**config.mk**
```make
export PLATFORM = sky130hd
export DESIGN_NAME = datadistribute_32_bit
export DESIGN_NICKNAME = d
export VERILOG_FILES = /design/src/rtl/datadistribute_32_bit_pkg.sv /design/src/rtl/datadistribute_32_bit_slot.sv /design/src/rtl/datadistribute_32_bit.sv
export SDC_FILE = /design/constraint.sdc
export NUM_CORES = 1
export LEC_CHECK = 0
export BUFFER_PORTS_ARGS = -buffer_cell sky130_fd_sc_hd__clkbuf_2
export CORE_ASPECT_RATIO = 1.2
export CORE_MARGIN = 2
export CORE_UTILIZATION = 44
export CTS_CLUSTER_DIAMETER = 80
export DETAILED_ROUTE_END_ITERATION = 8
export PLACE_DENSITY = 0.76
export SLEW_MARGIN = 40
export SYNTH_ARGS = -nofsm -noshare
export SYNTH_HDL_FRONTEND = slang
export SYNTH_SLANG_ARGS = --single-unit
```
**constraint.sdc**
```tcl
create_clock -name clk -period 2 [get_ports clk]
set_clock_uncertainty 0.2 [all_clocks]
set_input_delay 0.2 -clock clk [delete_from_list [all_inputs] [get_ports clk]]
set_output_delay 0.2 -clock clk [all_outputs]
set_load 0.02 [all_outputs]
```
**src/rtl/datadistribute_32_bit_pkg.sv**
```systemverilog
// Shared encodings for the 1:2 data distributor: destination select and slot state.
package datadistribute_32_bit_pkg;

  localparam int unsigned DEF_WIDTH = 32;
  localparam int unsigned DEF_CNT_W = 8;

  // Same select encoding as the 2:1 data selector
  localparam logic SEL_OUT1 = 1'b0;
  localparam logic SEL_OUT2 = 1'b1;

  typedef enum logic {
    EMPTY = 1'b0,
    FULL  = 1'b1
  } slot_state_e;

endpackage

```
**src/rtl/datadistribute_32_bit_slot.sv**
```systemverilog
// One destination slot: output register, EMPTY/FULL valid FSM and saturating word counter.
module dist_slot
  import datadistribute_32_bit_pkg::*;
#(
  parameter int unsigned WIDTH = DEF_WIDTH,
  parameter int unsigned CNT_W = DEF_CNT_W
) (
  input  logic             clk,
  input  logic             rst_n,
  input  logic             load,
  input  logic [WIDTH-1:0] din,
  input  logic             ready_dn,
  output logic             valid,
  output logic [WIDTH-1:0] dout,
  output logic [CNT_W-1:0] cnt,
  output logic             can_load
);

  slot_state_e state_q, state_d;
  logic        drain;

  assign drain = (state_q == FULL) && ready_dn;
  assign valid = (state_q == FULL);
  // A slot can take a word when empty or emptying this cycle; never while in reset
  assign can_load = rst_n && ((state_q == EMPTY) || ready_dn);

  always_ff @(posedge clk or negedge rst_n) begin
    if (!rst_n) begin
      state_q <= EMPTY;
    end else begin
      state_q <= state_d;
    end
  end

  always_comb begin
    state_d = state_q;
    case (state_q)
      EMPTY:   if (load) state_d = FULL;
      FULL:    if (drain && !load) state_d = EMPTY;
      default: state_d = EMPTY;
    endcase
  end

  // Data holds its last value after draining; consumers qualify with valid
  always_ff @(posedge clk or negedge rst_n) begin
    if (!rst_n) begin
      dout <= '0;
      cnt  <= '0;
    end else if (load) begin
      dout <= din;
      if (cnt != {CNT_W{1'b1}}) begin
        cnt <= cnt + CNT_W'(1);
      end
    end
  end

endmodule

```
**src/rtl/datadistribute_32_bit.sv**
```systemverilog
// 1:2 data distributor: steers each accepted source word into one of two output slots.
module datadistribute_32_bit
  import datadistribute_32_bit_pkg::*;
#(
  parameter int unsigned WIDTH = DEF_WIDTH,
  parameter int unsigned CNT_W = DEF_CNT_W
) (
  input  logic             clk,
  input  logic             rst_n,
  input  logic             in_valid,
  output logic             in_ready,
  input  logic [WIDTH-1:0] data_in,
  input  logic             ctrl,
  output logic             out1_valid,
  input  logic             out1_ready,
  output logic [WIDTH-1:0] data_out1,
  output logic             out2_valid,
  input  logic             out2_ready,
  output logic [WIDTH-1:0] data_out2,
  output logic [CNT_W-1:0] cnt1,
  output logic [CNT_W-1:0] cnt2
);

  logic can_load1, can_load2;
  logic accept, load1, load2;

  // Back-pressure is per destination: only the selected slot gates the source
  assign in_ready = (ctrl == SEL_OUT2) ? can_load2 : can_load1;
  assign accept   = in_valid && in_ready;
  assign load1    = accept && (ctrl == SEL_OUT1);
  assign load2    = accept && (ctrl == SEL_OUT2);

  dist_slot #(
    .WIDTH (WIDTH),
    .CNT_W (CNT_W)
  ) u_slot1 (
    .clk      (clk),
    .rst_n    (rst_n),
    .load     (load1),
    .din      (data_in),
    .ready_dn (out1_ready),
    .valid    (out1_valid),
    .dout     (data_out1),
    .cnt      (cnt1),
    .can_load (can_load1)
  );

  dist_slot #(
    .WIDTH (WIDTH),
    .CNT_W (CNT_W)
  ) u_slot2 (
    .clk      (clk),
    .rst_n    (rst_n),
    .load     (load2),
    .din      (data_in),
    .ready_dn (out2_ready),
    .valid    (out2_valid),
    .dout     (data_out2),
    .cnt      (cnt2),
    .can_load (can_load2)
  );

endmodule

```
==> results of run 1 <==
[Yosys cell counts (3+ instances only)]
master	instances	area share (%)
sky130_fd_sc_hd__nand2_1	106	12
sky130_fd_sc_hd__dfrtp_1	82	62
sky130_fd_sc_hd__mux2_2	37	13
sky130_fd_sc_hd__nor2_1	6	0.68
sky130_fd_sc_hd__buf_2	5	0.76
sky130_fd_sc_hd__nand3_1	4	0.60
sky130_fd_sc_hd__xnor2_1	4	1.1
sky130_fd_sc_hd__a21oi_1	3	0.45
sky130_fd_sc_hd__and3_1	3	0.57
sky130_fd_sc_hd__buf_4	3	0.68
sky130_fd_sc_hd__clkbuf_1	3	0.34
sky130_fd_sc_hd__inv_1	3	0.34
sky130_fd_sc_hd__nand4_1	3	0.57
sky130_fd_sc_hd__nor3_2	3	0.91
[timing repair]
action / 4_1_cts / 5_1_grt
endpoints found under the hold margin: 146 / 0
hold buffers: 33 / 0
setup buffers: 0 / 1
setup endpoints to repair: 0 / 4
gates resized for setup: 0 / 1
[metal layers]
metal | global-route usage, % | wire [um]
met5 | 0 | 0
met1 | 24.24 | 3302
met3 | 3.350 | 327
met4 | 10.09 | 225
met2 | 36.10 | 4134
[registers in the layout, indices dropped and copies added, names as in the netlist]
signal and cells:
u_slot1.valid 1, u_slot2.cnt 8, u_slot2.dout 32, u_slot1.dout 32
u_slot1.cnt 8, u_slot2.valid 1
[power breakdown]
group          internal (mW)  switching (mW)  leakage, nW
Combinational          0.611           0.934         1.28
Sequential              2.01           0.259        0.993
Clock                  0.588           0.623        0.100
Total                   3.21            1.82         2.38
[worst register-to-register path, cell delays in order, from the launching register on]
cell	delay, ns
sky130_fd_sc_hd__dfrtp_2	0.41
sky130_fd_sc_hd__ha_2	0.19
sky130_fd_sc_hd__and3_2	0.24
sky130_fd_sc_hd__a2111oi_4	0.28
sky130_fd_sc_hd__buf_4	0.19
sky130_fd_sc_hd__mux2_4	0.29
[worst paths after layout]
path | to | slack, ns | depth (start not counted)
setup / recovery | u_slot1.cnt[1]$_DFFE_PN0P_ | 0.09 | 5
hold / removal | u_slot2.valid$_DFF_PN0_ | 0.05 | 3
max in group asynchronous | u_slot1.dout[26]$_DFFE_PN0P_ | 0.79 | 3
setup reg to reg | u_slot1.cnt[1]$_DFFE_PN0P_ | 0.09 | 5
min in group asynchronous | u_slot2.dout[30]$_DFFE_PN0P_ | 0.20 | 3
hold reg to reg | u_slot2.dout[25]$_DFFE_PN0P_ | 0.28 | 2
[through the flow]
step	hold slack (ns)	instance area [um2]	power, mW	util, %	instances
finish	0.04580	4598	5.031	63.21	547
global placement	-0.01820	4051	3.744	55.69	497
CTS	0.03456	4587	5.067	63.05	546
global route	0.08820	4598	5.313	63.21	547
floorplan	-0.2956	3321	3.172	-	289
detailed placement	-0.008252	4055	3.799	55.74	497
[final cells by class]
type / count / share of cell area (%)
Tap cell: 90 / 2.449
Clock inverter: 7 / 1.687
Sequential cell: 82 / 44.68
Multi-Input combinational cell: 193 / 26.15
Clock buffer: 9 / 2.694
Timing Repair Buffer: 163 / 22.10
Inverter: 3 / 0.2449
[cell families (layout without fill, tap and decap cells)]
kind of cell	after synthesis	in the layout	synth area share (%)
and+or+nand+nor	137	137	18.03
DFF	82	82	61.98
muxes	39	39	13.19
buffers and inverters	14	182	2.116
AOI/OAI and AO/OA	9	9	2.343
xor gates and xnor gates	6	6	1.587
adders and majority gates	2	2	0.7557
==> flow_summary_export.csv, run 1 <==
group,metric,value,unit
sta,setup_viol,0,
worst_hold_path,min_path_type,"in2reg",
floorplanning,core-area,7274,um2
finish,drive_gt1_share,42.89,%
clocking,cts.root.buffer_cell,"sky130_fd_sc_hd__clkbuf_8",
yosys,synth_seq_cells,82,
global_route,grt_max_degree,71,
yosys,nets_in_the_synthesized_netlist,329,
power_and_ir_drop,static-leakage-power,2.378,nW
global_route,antenna_found_initial,0,
floorplanning,rows,34,
clocking,clock_latency,0.34,ns
clocking,ctsLongestPathBuffers,2,
finish,multiInputGateArea,1202,um2
sta,max_freq,523.6,MHz
sta,hold_viol_final,0,
power_and_ir_drop,power.density,1094,nW/um2
route,drt_first_iter_violations,107,
setup_path,critPathKind,"reg2reg",
finish,mostFrequentLayoutCell,"sky130_fd_sc_hd__clkbuf_2",
sta,timing.final.ws_setup,0.09007,ns
setup_path,crit_path_end_kind,"flop",
route,vias_per_cell,4.852,
worst_hold_path,hold_start,"out2_ready",
sta,timing.setup.tns,0,ns
flow_run,max_cap_violations,0,
clocking,cts_buffers,9,
finish,areaGrowthSynthToFinish,38.89,%
power_and_ir_drop,peakVddDrop,0.0005879,V
setup_path,cp_slowest_stage_delay,0.41,ns
sta,final.min_clock_period,1.910,ns
route,remaining_drc_errors,0,
sta,slew-limit-headroom,57.99,%
route,routed-via-count,2654,
route,drt_antenna_net_count,0,
clocking,htreeDepth,3,
sta,worst-slew-pin-transition,0.6302,ns
route,routed_wire_length_per_instance,14.60,um
clocking,tritoncts,"yes",
setup_path,timing.critical_path.from,"u_slot1.cnt[0]$_DFFE_PN0P_",
yosys,synth_warnings,0,
route,detail_route.first_pass.iterations,4,
place,detailedPlacementHpwl,5048,um
yosys,ys_seq_area_share,61.98,%
sta,timing_max_transition_violations_final,0,
yosys,post_synth_num_cell_types,32,
floorplanning,dieHeight,99.02,um
yosys,avgSynthCellArea,11.46,um2
global_route,grt_pass1_wl,13390,um
floorplanning,boundaryPins,121,
setup_path,timing.rr.start,"u_slot1.cnt[0]$_DFFE_PN0P_",
floorplanning,initial_util,45.51,%
floorplanning,dieWidth,83.19,um
yosys,syn-cell-area,3311,um2
clocking,cts.sinks,82,
global_route,global_route.usage.total,20.46,%
finish,layout.area.seq,2054,um2
outcome,run_status,"finished, final reports clean",
setup_path,critPathSlowestCell,"sky130_fd_sc_hd__dfrtp_2",
setup_path,critPathMaxFanout,4,
finish,diodes,0,
setup_path,worst_path_dominant_cell_family,"flip-flops",
setup_path,cp.required,2.03,ns
global_route,grt_overflow_total,0,
yosys,yosys_most_used_dff,"sky130_fd_sc_hd__dfrtp_1",
route,drt-total-wl,7988,um
yosys,syn_inst,289,
finish,filler_cell_count,607,
place,post_place_setup_slack,0.03298,ns
setup_path,worst-path-buf-inv,1,
finish,fin_nets,492,
place,gp_congestion,0.7787,
clocking,clkTransAtPathRegs,0.08,ns
setup_path,timing.critical_path.cells,"ha_2, and3_2, a2111oi_4, buf_4, mux2_4",
yosys,synth_enable_flop_cells,0,
setup_path,critPathArrivalTime,1.94,ns
setup_path,kind_of_start_point_of_the_critical_path,"flop",
global_route,vias_in_the_first_global_route,2760,
yosys,async_reset_ff_share,100.0,%
finish,layout.cells.most_common_list,"sky130_fd_sc_hd__clkbuf_2 (119), sky130_fd_sc_hd__nand2_1 (106), sky130_fd_sc_hd__dfrtp_1 (80)",
sta,rsz_0062_raised_after_global_routing,"no",
sta,period_share,95.50,%
place,port_buffers,120,
floorplanning,die_outline_area,8237,um2
(Power assumes the default switching activity.)
==> run 2: changes to the inputs <==
- CELL_PAD_IN_SITES_DETAIL_PLACEMENT: unset -> 0
- CELL_PAD_IN_SITES_GLOBAL_PLACEMENT: unset -> 1
- CORE_UTILIZATION: 44 -> 34
- PLACE_DENSITY: 0.76 -> 0.77
==> flow_summary_export.csv, run 2 (synthesized netlist as in run 1, its figures left out) <==
group,metric,value,unit
outcome,run_status,"finished, violations left",
outcome,failed_checks,"hold timing",
finish,areaGrowthSynthToFinish,43.92,%
floorplanning,boundaryPins,121,
floorplanning,die_outline_area,10550,um2
route,remaining_drc_errors,0,
finish,layout.cells.most_common_list,"sky130_fd_sc_hd__clkbuf_2 (119), sky130_fd_sc_hd__nand2_1 (106), sky130_fd_sc_hd__dfrtp_1 (80)",
floorplanning,core-area,9515,um2
sta,fin_hold_ws,-0.2468,ns
sta,max_freq,523.6,MHz
finish,mostFrequentLayoutCell,"sky130_fd_sc_hd__clkbuf_2",
route,drt_first_iter_violations,58,
power_and_ir_drop,static-leakage-power,2.438,nW
sta,worst-slew-pin-transition,0.5264,ns
floorplanning,initial_util,34.79,%
setup_path,r2r_cells,5,
setup_path,timing.critical_path.cells,"ha_4, and3_4, a2111oi_4, nand4_1, xnor2_1",
setup_path,cp_slowest_stage_delay,0.47,ns
clocking,ctsLongestPathBuffers,2,
place,post_place_setup_slack,-0.009545,ns
clocking,clkTransAtPathRegs,0.06,ns
global_route,grt_max_degree,44,
global_route,antenna_found_initial,0,
place,dpl.cell_count,534,
clocking,cts.root.buffer_cell,"sky130_fd_sc_hd__clkbuf_16",
sta,hold_viol_final,39,
setup_path,critPathArrivalTime,1.96,ns
clocking,cts.hold.buffers_added,32,
global_route,grt_pass1_wl,13220,um
sta,period_share,95.49,%
power_and_ir_drop,power.density,1130,nW/um2
setup_path,critPathKind,"reg2reg",
clocking,cts.sinks,82,
floorplanning,dieWidth,94.08,um
sta,final.min_clock_period,1.910,ns
sta,setup_viol,0,
sta,timing.final.ws_setup,0.09024,ns
finish,final_cells,585,
route,detail_route.first_pass.iterations,4,
clocking,tritoncts,"yes",
clocking,clock_latency,0.33,ns
clocking,cts_buffers,9,
route,routed_wire_length_per_instance,13.48,um
place,detailedPlacementHpwl,5536,um
worst_hold_path,min_path_type,"in2async",
finish,fin_nets,497,
global_route,vias_in_the_first_global_route,2832,
setup_path,critPathSlowestCell,"sky130_fd_sc_hd__a2111oi_4",
route,drt_antenna_net_count,0,
route,vias_per_cell,4.530,
setup_path,critPathMaxFanout,4,
finish,diodes,0,
finish,drive_gt1_share,43.29,%
sta,rsz_0062_raised_after_global_routing,"no",
flow_run,max_cap_violations,0,
finish,filler_cell_count,897,
floorplanning,dieHeight,112.1,um
place,port_buffers,120,
sta,slew-limit-headroom,64.91,%
floorplanning,rows,39,
setup_path,cp.required,2.05,ns
power_and_ir_drop,report.power.total,5.386,mW
global_route,global_route.usage.total,15.77,%
sta,timing_max_transition_violations_final,0,
setup_path,crit_path_end_kind,"flop",
power_and_ir_drop,peakVddDrop,0.0007327,V
global_route,grt_overflow_total,0,
setup_path,kind_of_start_point_of_the_critical_path,"flop",
place,gp_congestion,0.7709,
route,routed-via-count,2650,
finish,reg_top3,"u_slot1.dout (32), u_slot2.dout (32)",
route,drt-total-wl,7884,um
clocking,htreeDepth,3,
==> run 2: changes by cell type in the layout (fill, tap and decap cells not counted), sizes merged <==
cell,before,now
buf,11,17
bufinv,1,0
dlygate4sd3,33,32
clkinv,3,2
clkbuf,128,131
inv,5,4
==> run 2: stage by stage <==
step                      hold slack (ns)  util, %  setup TNS (ns)  instance area, um2
after detailed placement           0.1360    43.46        -0.01211                4135
final                             -0.2468    50.07               0                4765
after CTS                         -0.2204    49.69               0                4728
after global placement             0.1298    43.46               0                4135
after floorplan                   -0.2956        -               0                3321
after global routing              -0.2000    50.07               0                4765
==> run 2: report_power, final <==
| group | leakage (nW) | switching, mW | total [mW] | internal [mW] |
|---|---|---|---|---|
| Sequential | 0.993 | 0.262 | 2.28 | 2.02 |
| Combinational | 1.31 | 0.947 | 1.59 | 0.645 |
| Clock | 0.133 | 0.637 | 1.51 | 0.875 |
==> run 2: final timing paths <==
kind / from / to / slack (ns)
worst min-delay path: rst_n / u_slot2.cnt[6]$_DFFE_PN0P_ / -0.25
worst max register to register: u_slot1.cnt[1]$_DFFE_PN0P_ / u_slot1.cnt[3]$_DFFE_PN0P_ / 0.09
min in group clk: out2_ready / u_slot2.valid$_DFF_PN0_ / 0.05
worst min register to register: u_slot2.dout[31]$_DFFE_PN0P_ / u_slot2.dout[31]$_DFFE_PN0P_ / 0.27
max in group asynchronous: rst_n / u_slot2.dout[17]$_DFFE_PN0P_ / 0.92
worst max-delay path: u_slot1.cnt[1]$_DFFE_PN0P_ / u_slot1.cnt[3]$_DFFE_PN0P_ / 0.09
==> run 2: timing repair <==
action | 4_1_cts | 5_1_grt
endpoints found under the setup margin | 2 | 3
cloned | 0 | 0
buffers inserted | 0 | 3
hold endpoints to repair | 103 | 39
pin swaps | 1 | 4
gates resized for setup | 0 | 2
==> run 2: layout make-up <==
type                            count  area [um2]  area share, %
Inverter                            3       11.26         0.2363
Multi-Input combinational cell    193        1216          25.53
Tap cell                          123       153.9          3.230
Clock buffer                       12       246.5          5.173
Timing Repair Buffer              168        1056          22.16
Sequential cell                    82        2054          43.12
Clock inverter                      4       26.28         0.5515
==> run 2: critical path: cells and delay by family (launching register included) <==
kind,cells,cell delay (ns)
AO/OA/AOI/OAI,1,0.47
XOR/XNOR,1,0.22
adder cells (fa/ha/maj),1,0.17
flip-flops,1,0.42
AND/OR/NAND/NOR,2,0.34
==> run 2: per-layer routing <==
metal | share of wire, % | up-vias | GRT usage [%]
met1 | 43 | 1280 | 19.14
met3 | 5.6 | 9 | 4.698
met2 | 50 | 83 | 26.81
met4 | 1.4 | 0 | 5.024
li1 | - | 1278 | -
met5 | 0 | - | 0
==> run 3: changes to the inputs <==
- REMOVE_ABC_BUFFERS: unset -> 1
==> flow_summary_export.csv, run 3 (synthesized netlist as in run 1, its figures left out) <==
group,metric,value,unit
power_and_ir_drop,peakVddDrop,0.0004563,V
flow_run,max_cap_violations,0,
clocking,cts_buffers,9,
setup_path,crit_path_end_kind,"flop",
place,dpl.cell_count,530,
finish,areaGrowthSynthToFinish,43.05,%
setup_path,timing.critical_path.cells,"ha_2, and3_4, a2111oi_4, mux2_4",
power_and_ir_drop,internal-power,3.602,mW
sta,max_freq,522.9,MHz
global_route,grt_pass1_wl,12580,um
global_route,antenna_found_initial,0,
global_route,grt_overflow_total,0,
sta,rsz_0062_raised_after_global_routing,"no",
clocking,clkTransAtPathRegs,0.05,ns
setup_path,critPathSlowestCell,"sky130_fd_sc_hd__a2111oi_4",
finish,final_cells,580,
floorplanning,core-area,9515,um2
setup_path,cp_slowest_stage_delay,0.48,ns
global_route,grt_max_degree,65,
power_and_ir_drop,power.density,1142,nW/um2
finish,diodes,0,
route,routed_wire_length_per_instance,13.29,um
finish,filler_cell_count,886,
sta,hold_viol_final,0,
worst_hold_path,min_path_type,"in2reg",
route,detail_route.first_pass.iterations,4,
finish,layout.cells.most_common_list,"sky130_fd_sc_hd__clkbuf_2 (119), sky130_fd_sc_hd__nand2_1 (106), sky130_fd_sc_hd__dfrtp_1 (82)",
clocking,cts.root.buffer_cell,"sky130_fd_sc_hd__clkbuf_16",
global_route,vias_in_the_first_global_route,2571,
setup_path,critPathMaxFanout,4,
power_and_ir_drop,seq_power_share,42.0,%
route,remaining_drc_errors,0,
sta,period_share,95.63,%
floorplanning,dieHeight,112.1,um
worst_hold_path,depth_of_the_worst_hold_timing_path,3,
floorplanning,initial_util,34.79,%
power_and_ir_drop,switching_share,33.42,%
clocking,tritoncts,"yes",
floorplanning,rows,39,
global_route,global_route.usage.total,15.59,%
place,post_place_setup_slack,0.01813,ns
route,drt_first_iter_violations,92,
finish,fin_nets,492,
clocking,clock_latency,0.33,ns
power_and_ir_drop,power.combinational.fraction,28.4,%
route,drt-total-wl,7709,um
sta,slew-limit-headroom,61.61,%
clocking,cts.sinks,82,
finish,final_design_area_no_fill,4736,um2
setup_path,critPathKind,"reg2reg",
finish,drive_gt1_share,41.79,%
route,wl_met2,3922,um
setup_path,cp.required,2.01,ns
route,met1Wirelength,3164,um
power_and_ir_drop,report.power.total,5.410,mW
clocking,ctsLongestPathBuffers,2,
floorplanning,boundaryPins,121,
sta,fin_hold_ws,0.06434,ns
sta,setup_viol,0,
finish,mostFrequentLayoutCell,"sky130_fd_sc_hd__clkbuf_2",
sta,final.min_clock_period,1.913,ns
place,gp_congestion,0.7953,
setup_path,critPathArrivalTime,1.93,ns
setup_path,worst_path_dominant_cell_family,"compound AO/OA/AOI/OAI gates",
setup_path,worst-path-buf-inv,0,
power_and_ir_drop,clock_power_share,29.6,%
route,drt_antenna_net_count,0,
sta,worst-slew-pin-transition,0.5758,ns
place,detailedPlacementHpwl,5459,um
sta,timing.final.ws_setup,0.08745,ns
sta,timing.setup.tns,0,ns
setup_path,r2r_cells,4,
place,postPlaceCellArea,4095,um2
floorplanning,dieWidth,94.08,um
place,port_buffers,120,
clocking,htreeDepth,3,
power_and_ir_drop,static-leakage-power,2.418,nW
route,route.top_layer_used,"met4",
power_and_ir_drop,total_switching_power,1.808,mW
finish,final_util,49.77,%
outcome,run_status,"finished, final reports clean",
route,route.met3.wl,372,um
sta,timing_max_transition_violations_final,0,
setup_path,critical_path_cell_count,4,
finish,reg_top3,"u_slot1.dout (32), u_slot2.dout (32)",
route,routed-via-count,2621,
setup_path,kind_of_start_point_of_the_critical_path,"flop",
route,vias_per_cell,4.519,
floorplanning,die_outline_area,10550,um2
run 3: worst min-delay path: stages:
cell,delay (ns)
sky130_fd_sc_hd__clkbuf_2,0.07
sky130_fd_sc_hd__nand2b_1,0.21
sky130_fd_sc_hd__nand2_1,0.07
run 3: final timing paths:
| path | start | to | slack [ns] |
|---|---|---|---|
| max in group asynchronous | rst_n | u_slot1.dout[0]$_DFFE_PN0P_ | 0.82 |
| min in group asynchronous | rst_n | u_slot2.dout[9]$_DFFE_PN0P_ | 0.27 |
| worst min-delay path | out2_ready | u_slot2.valid$_DFF_PN0_ | 0.06 |
| worst min register to register | u_slot2.dout[15]$_DFFE_PN0P_ | u_slot2.dout[15]$_DFFE_PN0P_ | 0.27 |
| worst max register to register | u_slot1.cnt[1]$_DFFE_PN0P_ | u_slot1.cnt[1]$_DFFE_PN0P_ | 0.09 |
| worst max-delay path | u_slot1.cnt[1]$_DFFE_PN0P_ | u_slot1.cnt[1]$_DFFE_PN0P_ | 0.09 |
run 3: power by group through the flow:
stage	logic [mW]	clock network [mW]	registers, mW
after CTS	1.52	1.66	2.28
after global routing	1.67	1.72	2.33
after detailed placement	1.47	0	2.30
after global placement	1.44	0	2.28
after floorplan	0.425	0	2.72
final	1.54	1.60	2.27
run 3: cell type report:
type | instances | area, um2 | share of cell area, %
multi-input combinational | 193 | 1206 | 25.47
tap | 123 | 153.9 | 3.250
sequential | 82 | 2052 | 43.33
timing repair buffer | 163 | 1025 | 21.64
clock buffer | 12 | 236.5 | 4.993
inverter | 3 | 11.26 | 0.2378
clock inverter | 4 | 51.30 | 1.083
run 3: metal layers:
| layer | vias to the layer above | track usage (%) |
|---|---|---|
| met4 | 0 | 8.986 |
| met5 | - | 0 |
| met2 | 82 | 26.14 |
| met1 | 1243 | 18.50 |
| met3 | 17 | 3.020 |
| li1 | 1279 | - |
run 3: repair_timing:
action | CTS | global route
endpoints found under the hold margin | 146 | 0
hold buffers | 33 | 0
setup buffers | 0 | 1
endpoints found under the setup margin | 0 | 3
resized for setup | 0 | 4
